<file path="src/rtl/key_pkg.sv">
// Shared definitions for the push-button debouncer: FSM states, hold-counter
// width and the default timing parameters.
package key_pkg;

  typedef enum logic [1:0] {
    ST_IDLE,
    ST_PRESS_WAIT,
    ST_PRESSED,
    ST_RELEASE_WAIT
  } key_state_t;

  localparam int unsigned HOLD_W         = 16;
  localparam int unsigned STABLE_CNT_DEF = 10;
  localparam int unsigned LONG_CNT_DEF   = 1000;

endpackage

</file>
<file path="src/rtl/sync_2ff.sv">
// Two-flop synchronizer for a single asynchronous bit; both flops reset to
// RST_VAL so the output comes out of reset at a known idle level.
module sync_2ff #(
  parameter logic RST_VAL = 1'b0
) (
  input  logic i_clk,
  input  logic i_rst,
  input  logic i_d,
  output logic o_q
);

  logic r_meta;
  logic r_sync;

  always_ff @(posedge i_clk or posedge i_rst) begin
    if (i_rst) begin
      r_meta <= RST_VAL;
      r_sync <= RST_VAL;
    end else begin
      r_meta <= i_d;
      r_sync <= r_meta;
    end
  end

  assign o_q = r_sync;

endmodule

</file>
<file path="src/rtl/key_debounce.sv">
// Tick-sampled push-button debouncer with registered level, press/release
// pulses and a one-shot long-press pulse.
module key_debounce
  import key_pkg::*;
#(
  parameter int unsigned STABLE_CNT = STABLE_CNT_DEF,
  parameter int unsigned LONG_CNT   = LONG_CNT_DEF
) (
  input  logic clk,
  input  logic reset,
  input  logic tick_1khz,
  input  logic key_n,
  output logic key_level,
  output logic press_pulse,
  output logic release_pulse,
  output logic long_pulse
);

  localparam int unsigned CNT_W = $clog2(STABLE_CNT + 1);

  key_state_t        r_state, w_state_nxt;
  logic [CNT_W-1:0]  r_cnt, w_cnt_nxt, w_cnt_inc;
  logic [HOLD_W-1:0] r_hold, w_hold_nxt, w_hold_inc;
  logic              w_key_sync, w_key_s, w_stable, w_hold_max;
  logic              w_press_nxt, w_release_nxt, w_long_nxt, w_level_nxt;

  // key_n idles high, so the synchronizer resets to the released level.
  sync_2ff #(.RST_VAL(1'b1)) u_sync (
    .i_clk (clk),
    .i_rst (reset),
    .i_d   (key_n),
    .o_q   (w_key_sync)
  );

  assign w_key_s    = ~w_key_sync;
  // cnt is zero in IDLE and PRESSED, so one incrementer serves the first sample too.
  assign w_cnt_inc  = r_cnt + CNT_W'(1);
  assign w_stable   = (w_cnt_inc == CNT_W'(STABLE_CNT));
  assign w_hold_inc = r_hold + HOLD_W'(1);
  assign w_hold_max = &r_hold;

  always_ff @(posedge clk or posedge reset) begin
    if (reset) r_state <= ST_IDLE;
    else       r_state <= w_state_nxt;
  end

  always_comb begin
    w_state_nxt = r_state;
    if (tick_1khz) begin
      unique case (r_state)
        ST_IDLE:         if (w_key_s)  w_state_nxt = w_stable ? ST_PRESSED : ST_PRESS_WAIT;
        ST_PRESS_WAIT:   if (!w_key_s) w_state_nxt = ST_IDLE;
                         else if (w_stable) w_state_nxt = ST_PRESSED;
        ST_PRESSED:      if (!w_key_s) w_state_nxt = w_stable ? ST_IDLE : ST_RELEASE_WAIT;
        ST_RELEASE_WAIT: if (w_key_s)  w_state_nxt = ST_PRESSED;
                         else if (w_stable) w_state_nxt = ST_IDLE;
        default:         w_state_nxt = ST_IDLE;
      endcase
    end
  end

  always_comb begin
    w_cnt_nxt     = r_cnt;
    w_hold_nxt    = r_hold;
    w_press_nxt   = 1'b0;
    w_release_nxt = 1'b0;
    w_long_nxt    = 1'b0;
    w_level_nxt   = (w_state_nxt == ST_PRESSED) || (w_state_nxt == ST_RELEASE_WAIT);
    if (tick_1khz) begin
      unique case (r_state)
        ST_IDLE, ST_PRESS_WAIT: begin
          if (!w_key_s) begin
            w_cnt_nxt = '0;
          end else if (w_stable) begin
            w_cnt_nxt   = '0;
            w_hold_nxt  = '0;
            w_press_nxt = 1'b1;
          end else begin
            w_cnt_nxt = w_cnt_inc;
          end
        end
        ST_PRESSED, ST_RELEASE_WAIT: begin
          if (w_key_s) begin
            w_cnt_nxt = '0;
            // Hold only advances on uninterrupted PRESSED samples, and is
            // monotonic within a press, so the equality fires at most once.
            if (r_state == ST_PRESSED && !w_hold_max) begin
              w_hold_nxt = w_hold_inc;
              w_long_nxt = (w_hold_inc == HOLD_W'(LONG_CNT));
            end
          end else if (w_stable) begin
            w_cnt_nxt     = '0;
            w_release_nxt = 1'b1;
          end else begin
            w_cnt_nxt = w_cnt_inc;
          end
        end
        default: w_cnt_nxt = '0;
      endcase
    end
  end

  always_ff @(posedge clk or posedge reset) begin
    if (reset) begin
      r_cnt         <= '0;
      r_hold        <= '0;
      key_level     <= 1'b0;
      press_pulse   <= 1'b0;
      release_pulse <= 1'b0;
      long_pulse    <= 1'b0;
    end else begin
      r_cnt         <= w_cnt_nxt;
      r_hold        <= w_hold_nxt;
      key_level     <= w_level_nxt;
      press_pulse   <= w_press_nxt;
      release_pulse <= w_release_nxt;
      long_pulse    <= w_long_nxt;
    end
  end

endmodule

</file>
<file path="config.mk">
export PLATFORM = sky130hd
export DESIGN_NAME = key_debounce
export DESIGN_NICKNAME = d
export VERILOG_FILES = /design/src/rtl/key_pkg.sv /design/src/rtl/sync_2ff.sv /design/src/rtl/key_debounce.sv
export SDC_FILE = /design/constraint.sdc
export NUM_CORES = 1
export LEC_CHECK = 0
export CORE_ASPECT_RATIO = 1.4
export CORE_UTILIZATION = 40
export CTS_CLUSTER_SIZE = 14
export DETAILED_ROUTE_END_ITERATION = 12
export DONT_BUFFER_PORTS = 1
export SLEW_MARGIN = 0
export SYNTH_ARGS = -nofsm -noshare
export SYNTH_HDL_FRONTEND = slang
export SYNTH_SLANG_ARGS = --single-unit
</file>
<file path="constraint.sdc">
create_clock -name clk -period 2.3 [get_ports clk]
set_input_delay 0.69 -clock clk [delete_from_list [all_inputs] [get_ports clk]]
set_output_delay 0.69 -clock clk [all_outputs]
set_load 0.005 [all_outputs]
</file>
* Word level (Yosys, flattened, before mapping)
Index checks and enable logic that the tools add are counted.
Word-level totals: flip-flop bits (word level) 28, output and inout bits 4
Operators by class: add/subtract/negate cells 2, equal/unequal tests 11, muxes and demuxes 30, reduce and logical (&&, ||, !) cells 8
Operators by type and width (number):
- $mux W16 | 4
- $pmux W16 S2 | 1
- $mux W2 | 9
- $add A16 B1 Y16 const B | 1
- $eq A16 B10 Y1 const B | 1
- $reduce_and A16 Y1 | 1
- $mux W4 | 3
- $mux W1 | 11
- $eq A2 B2 Y1 const B | 4
- $ne A2 B2 Y1 const B | 4
- $pmux W2 S4 | 1
- $pmux W4 S2 | 1
- $reduce_and A5 Y1 | 1
- $add A4 B1 Y4 const B | 1
- $eq A4 B4 Y1 const B | 1
- $reduce_or A2 Y1 | 2
- $eq A2 B1 Y1 const B | 1
- $logic_not A2 Y1 | 1
- $logic_and A1 B1 Y1 | 1
- $logic_not A1 Y1 | 1
- $logic_or A1 B1 Y1 | 1

* Depth between registers and ports, before layout
Gate-level depths: netlist of the first run.
word-level depth 8, depth in mapped cells 7, depth with buffers taken out 7

* Modules after synthesis
A second synthesis of the first run with hierarchy kept.
Unflattened totals: cell total of the unflattened synthesis 184, area, all modules 1680.4 µm²
Modules (own cells, without submodules):
- key_debounce | times used 1, cells each 181, area an instance 1624.1 µm²
- sync_2ff | times used 1, cells each 3, area an instance 56.3 µm²

* Worst setup path after synthesis of the first run
Ideal clock, no wire load.
path kind input to register, start point input tick_1khz, end point register r_hold[4], arrival 1.901 ns, required time 2.220 ns, slack 0.318 ns, cell stages on the path 6, buffers on the path 2, cell sequence buf_2 > nand4_1 > a41o_2 > buf_4 > or3_1 > o211ai_2
Between the ends: cells in the longest elaborated chain, start to end 1
RTL lines:
- start: declaration | line key_debounce.sv:11 | input logic tick_1khz,
- $reduce_and A5 Y1 (no source line)
- end signal: assignment | line key_debounce.sv:113 | r_hold <= w_hold_nxt;
- end: declaration | line key_debounce.sv:23 | logic [HOLD_W-1:0] r_hold, w_hold_nxt, w_hold_inc;
No other way between the ends. A chain may end at the register's enable or synchronous reset.

* Final worst setup path of the first run
start point register r_hold[1], end point register r_hold[9]
Between the ends: cells in the longest elaborated chain, start to end 5
RTL lines:
- branches (longest 5 deep; another with $add A16 B1 Y16)
Several ways; the timed one is not identified. The select of a mux whose other input is x is not followed.

==> results of run 1 <==
==> metal layers <==
layer,global-route usage [%],share of wire [%],routed length [um]
met1,17.8,38,1420
met2,35.2,56,2080
met3,2.27,3.6,132
met4,7.80,2.2,80
met5,0,0,0
==> state kept, by name, summed over array words and instances (netlist names) <==
register and cells:
key_level 1, long_pulse 1, press_pulse 1, r_cnt 4
r_hold 16, r_state 2, release_pulse 1, u_sync.o_q 1
u_sync.r_meta 1
==> through the flow <==
stage / hold WS [ps] / utilization [%] / cells / cell area [sq um] / worst slack (ps)
after floorplan: 345 / - / 184 / 1720 / 318
after global placement: 347 / 44.2 / 225 / 1780 / 300
after detailed placement: 349 / 44.2 / 225 / 1780 / 196
after CTS: 363 / 45.3 / 229 / 1820 / 161
after global routing: 364 / 45.3 / 229 / 1820 / 3.90
final: 361 / 45.3 / 229 / 1820 / 164
==> worst max-delay path: stages, from the launching register on <==
cell and delay [ps]:
sky130_fd_sc_hd__dfrtp_1 430, sky130_fd_sc_hd__ha_1 350, sky130_fd_sc_hd__nand4_4 160, sky130_fd_sc_hd__nor4_4 360, sky130_fd_sc_hd__a41o_2 250, sky130_fd_sc_hd__o21ai_2 50, sky130_fd_sc_hd__buf_4 220, sky130_fd_sc_hd__o221ai_1 210
==> how the worst min path moves through the flow <==
stage / end / from / slack (ps)
final: r_cnt[1]$_DFFE_PP0P_ / reset / 360
after global routing: u_sync.o_q$_DFF_PP1_ / u_sync.r_meta$_DFF_PP1_ / 360
after CTS: u_sync.o_q$_DFF_PP1_ / u_sync.r_meta$_DFF_PP1_ / 360
after detailed placement: u_sync.o_q$_DFF_PP1_ / u_sync.r_meta$_DFF_PP1_ / 350
after global placement: u_sync.o_q$_DFF_PP1_ / u_sync.r_meta$_DFF_PP1_ / 350
after floorplan: u_sync.o_q$_DFF_PP1_ / u_sync.r_meta$_DFF_PP1_ / 350
==> area by class of cell <==
class	instances	area [sq um]	share of cell area, %
clock buffer	4	45.0	2.47
timing repair buffer	7	52.6	2.89
multi-input combinational	127	891	48.9
inverter	20	75.1	4.12
sequential	28	703	38.6
tap	43	53.8	2.96
==> kinds of logic (layout without fill, tap and decap cells) <==
| kind of cell | after synthesis | after routing | share of synthesized area, % |
|---|---|---|---|
| AO/OA/AOI/OAI | 39 | 39 | 17.6 |
| buffers and inverters | 29 | 31 | 7.41 |
| AND/OR/NAND/NOR | 74 | 74 | 25.1 |
| multiplexers | 4 | 4 | 3.12 |
| XOR/XNOR | 6 | 6 | 3.05 |
| flip-flops | 28 | 28 | 40.8 |
| adder cells (fa/ha/maj) | 4 | 4 | 2.91 |
==> report_power, final <==
group	switching, mW	internal, mW	total, mW
sequential	0.159	0.578	0.738
combinational	0.190	0.144	0.334
clock	0.152	0.124	0.277
==> layout by cell type, fill, tap and decap left out, types with 3 or more instances in the layout <==
master,count
sky130_fd_sc_hd__o21ai_0,10
sky130_fd_sc_hd__o221ai_1,3
sky130_fd_sc_hd__buf_4,7
sky130_fd_sc_hd__nand2_1,13
sky130_fd_sc_hd__o211ai_2,7
sky130_fd_sc_hd__dfrtp_1,26
sky130_fd_sc_hd__ha_1,4
sky130_fd_sc_hd__xor2_1,3
sky130_fd_sc_hd__clkbuf_8,3
sky130_fd_sc_hd__a31oi_1,4
sky130_fd_sc_hd__nand3_1,17
sky130_fd_sc_hd__nand4_1,5
sky130_fd_sc_hd__nor4_1,4
sky130_fd_sc_hd__nor2_1,7
sky130_fd_sc_hd__xnor2_1,3
sky130_fd_sc_hd__inv_1,20
sky130_fd_sc_hd__or3_1,8
sky130_fd_sc_hd__nor3_1,5
==> results.txt, run 1 <==
DP Wirelength: 2730 um
Critical Path Start Type: flop
Port buffer count: 0
Clock sink total: 28
Antenna violations before repair: 0
Cts repair resizes: 0
Nets in the synthesized netlist: 192
Number of instances in the synthesized netlist: 184
N_diodes: 0
Buffer depth of the longest clock path: 2
Tot Pwr: 1.35 mW
Origin of the worst setup path: r_hold[1]$_DFFE_PP0P_
Std-Cell Core Area: 0.00402 sq mm
Largest fanout of any net on the critical path: 15
Fraction of final layout cells sized beyond drive strength 1: 16.1%
Detailed Route Iter0 Violations: 46
Post-synth top area share: 37.8%
IO Count: 8
Residual antenna-violating net count after detailed routing: 0
Max-cap violations: 0
Sum of negative setup slack: 0 ps
Remaining design rule violation count: 1
Total Wirelength: 3710 um
Pin count of the biggest net entering global routing: 29
Seq/Total Area, Yosys: 40.8%
First-pass GRT wire length: 6210 um
Syn Area/Cell: 9.36 sq um
Clock tree root driver cell: sky130_fd_sc_hd__clkbuf_8
Post-route clock skew: 6.21 ps
Vias per cell: 6.15
Worst R2R End: r_hold[9]$_DFFE_PP0P_
Gpl congestion: 0.836
Worst EP arrival: 2320 ps
Leakage power summed over all cells: 0.726 nW
Fraction of registers with async set or reset after synthesis: 100%
Flop-to-flop setup slack: 160 ps
Number of pins with negative max-slew slack in the final report: 0
Final-report hold violation count: 0
Floorplan die height: 79.6 um
Required @ worst endpoint: 2490 ps
Number of levels in the clock H-tree: 1
Routed length per placed instance: 16.2 um
Maximum clock frequency: 468 MHz
Cell types occupying the most area after synthesis: sky130_fd_sc_hd__dfrtp_1 (38%), sky130_fd_sc_hd__o211ai_2 (5.1%), sky130_fd_sc_hd__nand3_1 (4.9%), sky130_fd_sc_hd__inv_1 (4.4%), sky130_fd_sc_hd__dfstp_2 (3.1%)
Cell area after synthesis: 0.00172 sq mm
Clock insertion delay at the later pin of the skew report: 280 ps
Final Critical Period: 2140 ps
Starting density of the core: 42.8%
Slew headroom: 62.8%
Worst-margin pin slew: 553 ps
Power density relative to cell area: 741 mW/mm^2
Most used flip-flop cell after synthesis: sky130_fd_sc_hd__dfrtp_1
Number of nets in the finished design: 195
Worst hold-check path type: input port to async pin
Number of distinct library cells after synthesis: 47
Synth warnings: 0
Num CTS Buffers: 3
Count leader, synth: sky130_fd_sc_hd__dfrtp_1
Vias after detailed routing: 1408
Total Die Area: 0.00457 sq mm
CTS Hold Bufs: 0
Sum of overflow across all layers after global routing: 0
CTS tree: done
Synth Register Bits: 28
Filler Cells Inserted: 390
Result of the run: complete, but fails checks
Critical path class: flop to flop
Kind of end point of the critical path: flop
Global router's overall resource usage: 17.8%
Clk slew on worst S/H paths: 90 ps
RSZ-0062 raised after global routing: no
VDD IR max: 257 uV
Fin crit share: 92.9%
Count of final setup violators: 0
Buffer count from post-CTS setup fixing: 0
Number of optimization iterations in the first detailed-route pass: 8
Rows: 27
Cell accounting for the most synthesized area: sky130_fd_sc_hd__dfrtp_1
Synthesis-to-finish area growth: 5.74%
List of most frequent post-synthesis cells: sky130_fd_sc_hd__dfrtp_1 (26), sky130_fd_sc_hd__inv_1 (20), sky130_fd_sc_hd__nand3_1 (17)
Critical register-to-register path startpoint: r_hold[1]$_DFFE_PP0P_
DIE WIDTH: 57.4 um
Number of enable flip-flop cells after synthesis: 0
Violated checks: DRC
Setup crit end: r_hold[9]$_DFFE_PP0P_
Depth of the most critical reg-to-reg path: 7
Number of global-route vias before repair: 1438
(Power assumes the default switching activity.)
==> inputs of run 2 (changes only) <==
--- a/config.mk
+++ b/config.mk
@@ -10,6 +10,7 @@
 export CTS_CLUSTER_SIZE = 14
 export DETAILED_ROUTE_END_ITERATION = 12
 export DONT_BUFFER_PORTS = 1
+export GPL_TIMING_DRIVEN = 0
 export SLEW_MARGIN = 0
 export SYNTH_ARGS = -nofsm -noshare
 export SYNTH_HDL_FRONTEND = slang
==> results.txt, run 2 (synthesized netlist as in run 1, its figures left out) <==
GR met2 Demand/Resource: 32.8% (-2.4 points)
Gpl congestion: 0.886 (+6.0%)
Synthesis-to-finish area growth: 6.47%
Starting density of the core: 42.8% (unchanged)
Number of pins with negative max-slew slack in the final report: 0 (unchanged)
Power density relative to cell area: 760 mW/mm^2 (+2.5%)
Power spent charging and discharging nets: 502 uW (about the same)
Number of levels in the clock H-tree: 1 (unchanged)
DIE WIDTH: 57.4 um (unchanged)
Sequential group share of total power: 48.4% (-6.3 points)
Worst-margin pin slew: 1050 ps (+494 ps)
Number of global-route vias before repair: 1341 (-6.7%)
Worst EP arrival: 2330 ps (about the same)
Std-Cell Core Area: 0.00402 sq mm (unchanged)
Total Wirelength: 3560 um (-4.1%)
Post-route clock skew: 9.16 ps (+2.95 ps)
Slew headroom: 30.1% (-33 points)
First-pass GRT wire length: 6080 um (-2.1%)
Met3 GRT Util: 2.11% (-0.16 points)
Tot Pwr: 1.39 mW (+3.2%)
Number of nets in the finished design: 197 (+1.0%)
Routed length per placed instance: 15.4 um (-4.9%)
CTS Hold Bufs: 0 (unchanged)
Top flop regs: r_hold: 16 flops, r_cnt: 4 flops, r_state: 2 flops
Maximum clock frequency: 461 MHz (-1.5%)
Flip-flop count of the largest register after layout: 16 (unchanged)
Switching Share: 36.0% (-1.2 points)
Sum of negative setup slack: 0 ps (unchanged)
Result of the run: complete, but fails checks
Clock power frac: 22.5% (+2.0 points)
Remaining design rule violation count: 1 (unchanged)
Clock tree root driver cell: sky130_fd_sc_hd__clkbuf_8
Most common cell after layout, fill and taps aside: sky130_fd_sc_hd__dfrtp_1
Detailed Route Iter0 Violations: 38 (-17%)
GR Util met1: 18.8% (+0.93 points)
CTS tree: done
Clk slew on worst S/H paths: 100 ps (about the same)
Final Critical Period: 2170 ps (+33.5 ps)
Residual antenna-violating net count after detailed routing: 0 (unchanged)
VDD IR max: 322 uV (+26%)
Final-report hold violation count: 0 (unchanged)
Critical Path Start Type: flop
Most used cells in the layout excluding fill and tap cells: sky130_fd_sc_hd__dfrtp_1 (26), sky130_fd_sc_hd__inv_1 (20), sky130_fd_sc_hd__nand3_1 (17)
IO Count: 8 (unchanged)
Leakage power summed over all cells: 0.735 nW (+1.2%)
Pin count of the biggest net entering global routing: 29 (unchanged)
Vias per cell: 5.90 (-4.0%)
Count of final setup violators: 0 (unchanged)
Clock insertion delay at the later pin of the skew report: 280 ps (about the same)
Largest fanout of any net on the critical path: 10 (-5)
Num CTS Buffers: 3 (unchanged)
Vias after detailed routing: 1363 (-3.2%)
Combinational group share of total power: 29.1% (+4.3 points)
Critical path class: flop to flop
Port buffer count: 0 (unchanged)
Rows: 27 (unchanged)
DP Wirelength: 2640 um (-3.4%)
Reg with most FFs: r_hold
Floorplan die height: 79.6 um (unchanged)
Total Die Area: 0.00457 sq mm (unchanged)
Kind of end point of the critical path: flop
Most used routing layer: met2
Sum of overflow across all layers after global routing: 0 (unchanged)
Global router's overall resource usage: 17.1% (-0.68 points)
Fin crit share: 94.3% (+1.5 points)
Clock sink total: 28 (unchanged)
Violated checks: DRC
Worst hold-check path type: flop to flop
Number of optimization iterations in the first detailed-route pass: 8 (unchanged)
Fraction of final layout cells sized beyond drive strength 1: 17.6% (+1.4 points)
Required @ worst endpoint: 2460 ps (-30 ps)
Antenna violations before repair: 0 (unchanged)
RSZ-0062 raised after global routing: no
Internal Pwr Total: 890 uW (+5.1%)
Max-cap violations: 0 (unchanged)
N_diodes: 0 (unchanged)
Buffer depth of the longest clock path: 2 (unchanged)
-- run 2: cell types whose count changed in the layout (fill, tap and decap cells not counted), sizes merged --
cell | before | now
clkbuf | 4 | 5
buf | 7 | 8
-- run 2: worst max-delay path, cell delays in order, from the launching register on --
cell and delay (ps):
sky130_fd_sc_hd__dfrtp_1 500, sky130_fd_sc_hd__ha_2 310, sky130_fd_sc_hd__nand4_4 150, sky130_fd_sc_hd__nor4_4 350
sky130_fd_sc_hd__a41oi_1 270, sky130_fd_sc_hd__buf_2 280, sky130_fd_sc_hd__nand3_1 120, sky130_fd_sc_hd__o211ai_2 80
-- run 2: final timing paths --
path                       cells after the start  slack [ps]                      to                    start
setup / recovery                               7         130  r_hold[15]$_DFFE_PP0P_    r_hold[0]$_DFFE_PP0P_
hold reg to reg                                0         360    u_sync.o_q$_DFF_PP1_  u_sync.r_meta$_DFF_PP1_
setup reg to reg                               7         130  r_hold[15]$_DFFE_PP0P_    r_hold[0]$_DFFE_PP0P_
hold / removal                                 0         360    u_sync.o_q$_DFF_PP1_  u_sync.r_meta$_DFF_PP1_
min in group asynchronous                      1         540     key_level$_DFF_PP0_                    reset
max in group asynchronous                      1        1110   r_hold[5]$_DFFE_PP0P_                    reset
-- run 2: timing repair --
action / CTS / global route
setup buffers: 0 / 0
endpoints found under the setup margin: 0 / 12
resized for setup: 0 / 1
-- run 2: per-layer routing --
| metal | part of all wire (%) | wire length [um] |
|---|---|---|
| met5 | 0 | 0 |
| met2 | 55 | 1970 |
| met4 | 2.4 | 85 |
| met1 | 41 | 1450 |
| met3 | 1.6 | 58 |
-- run 2: metrics by stage --
stage	utilization (%)	area, sq um	hold slack [ps]	setup slack (ps)	std cells
final	45.6	1830	365	131	231
after global routing	45.6	1830	369	5.33	231
after CTS	45.5	1830	367	33.1	231
after detailed placement	44.2	1780	350	42.5	227
after global placement	44.2	1780	349	88.1	227
after floorplan	-	1720	345	318	184
-- run 2: cell type report --
type | count | area (sq um)
multi-input combinational | 127 | 893
clock buffer | 4 | 55.1
inverter | 20 | 75.1
fill | 402 | 2190
sequential | 28 | 703
buffer | 9 | 52.6
tap | 43 | 53.8
-- run 2: power by group through the flow --
| stage | Sequential, mW | Clock (mW) | Combinational, mW |
|---|---|---|---|
| 2_1_floorplan | 0.658 | 0 | 0.337 |
| 3_3_place_gp | 0.676 | 0 | 0.392 |
| 3_5_place_dp | 0.681 | 0 | 0.407 |
| 4_1_cts | 0.672 | 0.326 | 0.408 |
| 5_1_grt | 0.690 | 0.345 | 0.453 |
| 6_report | 0.673 | 0.314 | 0.405 |
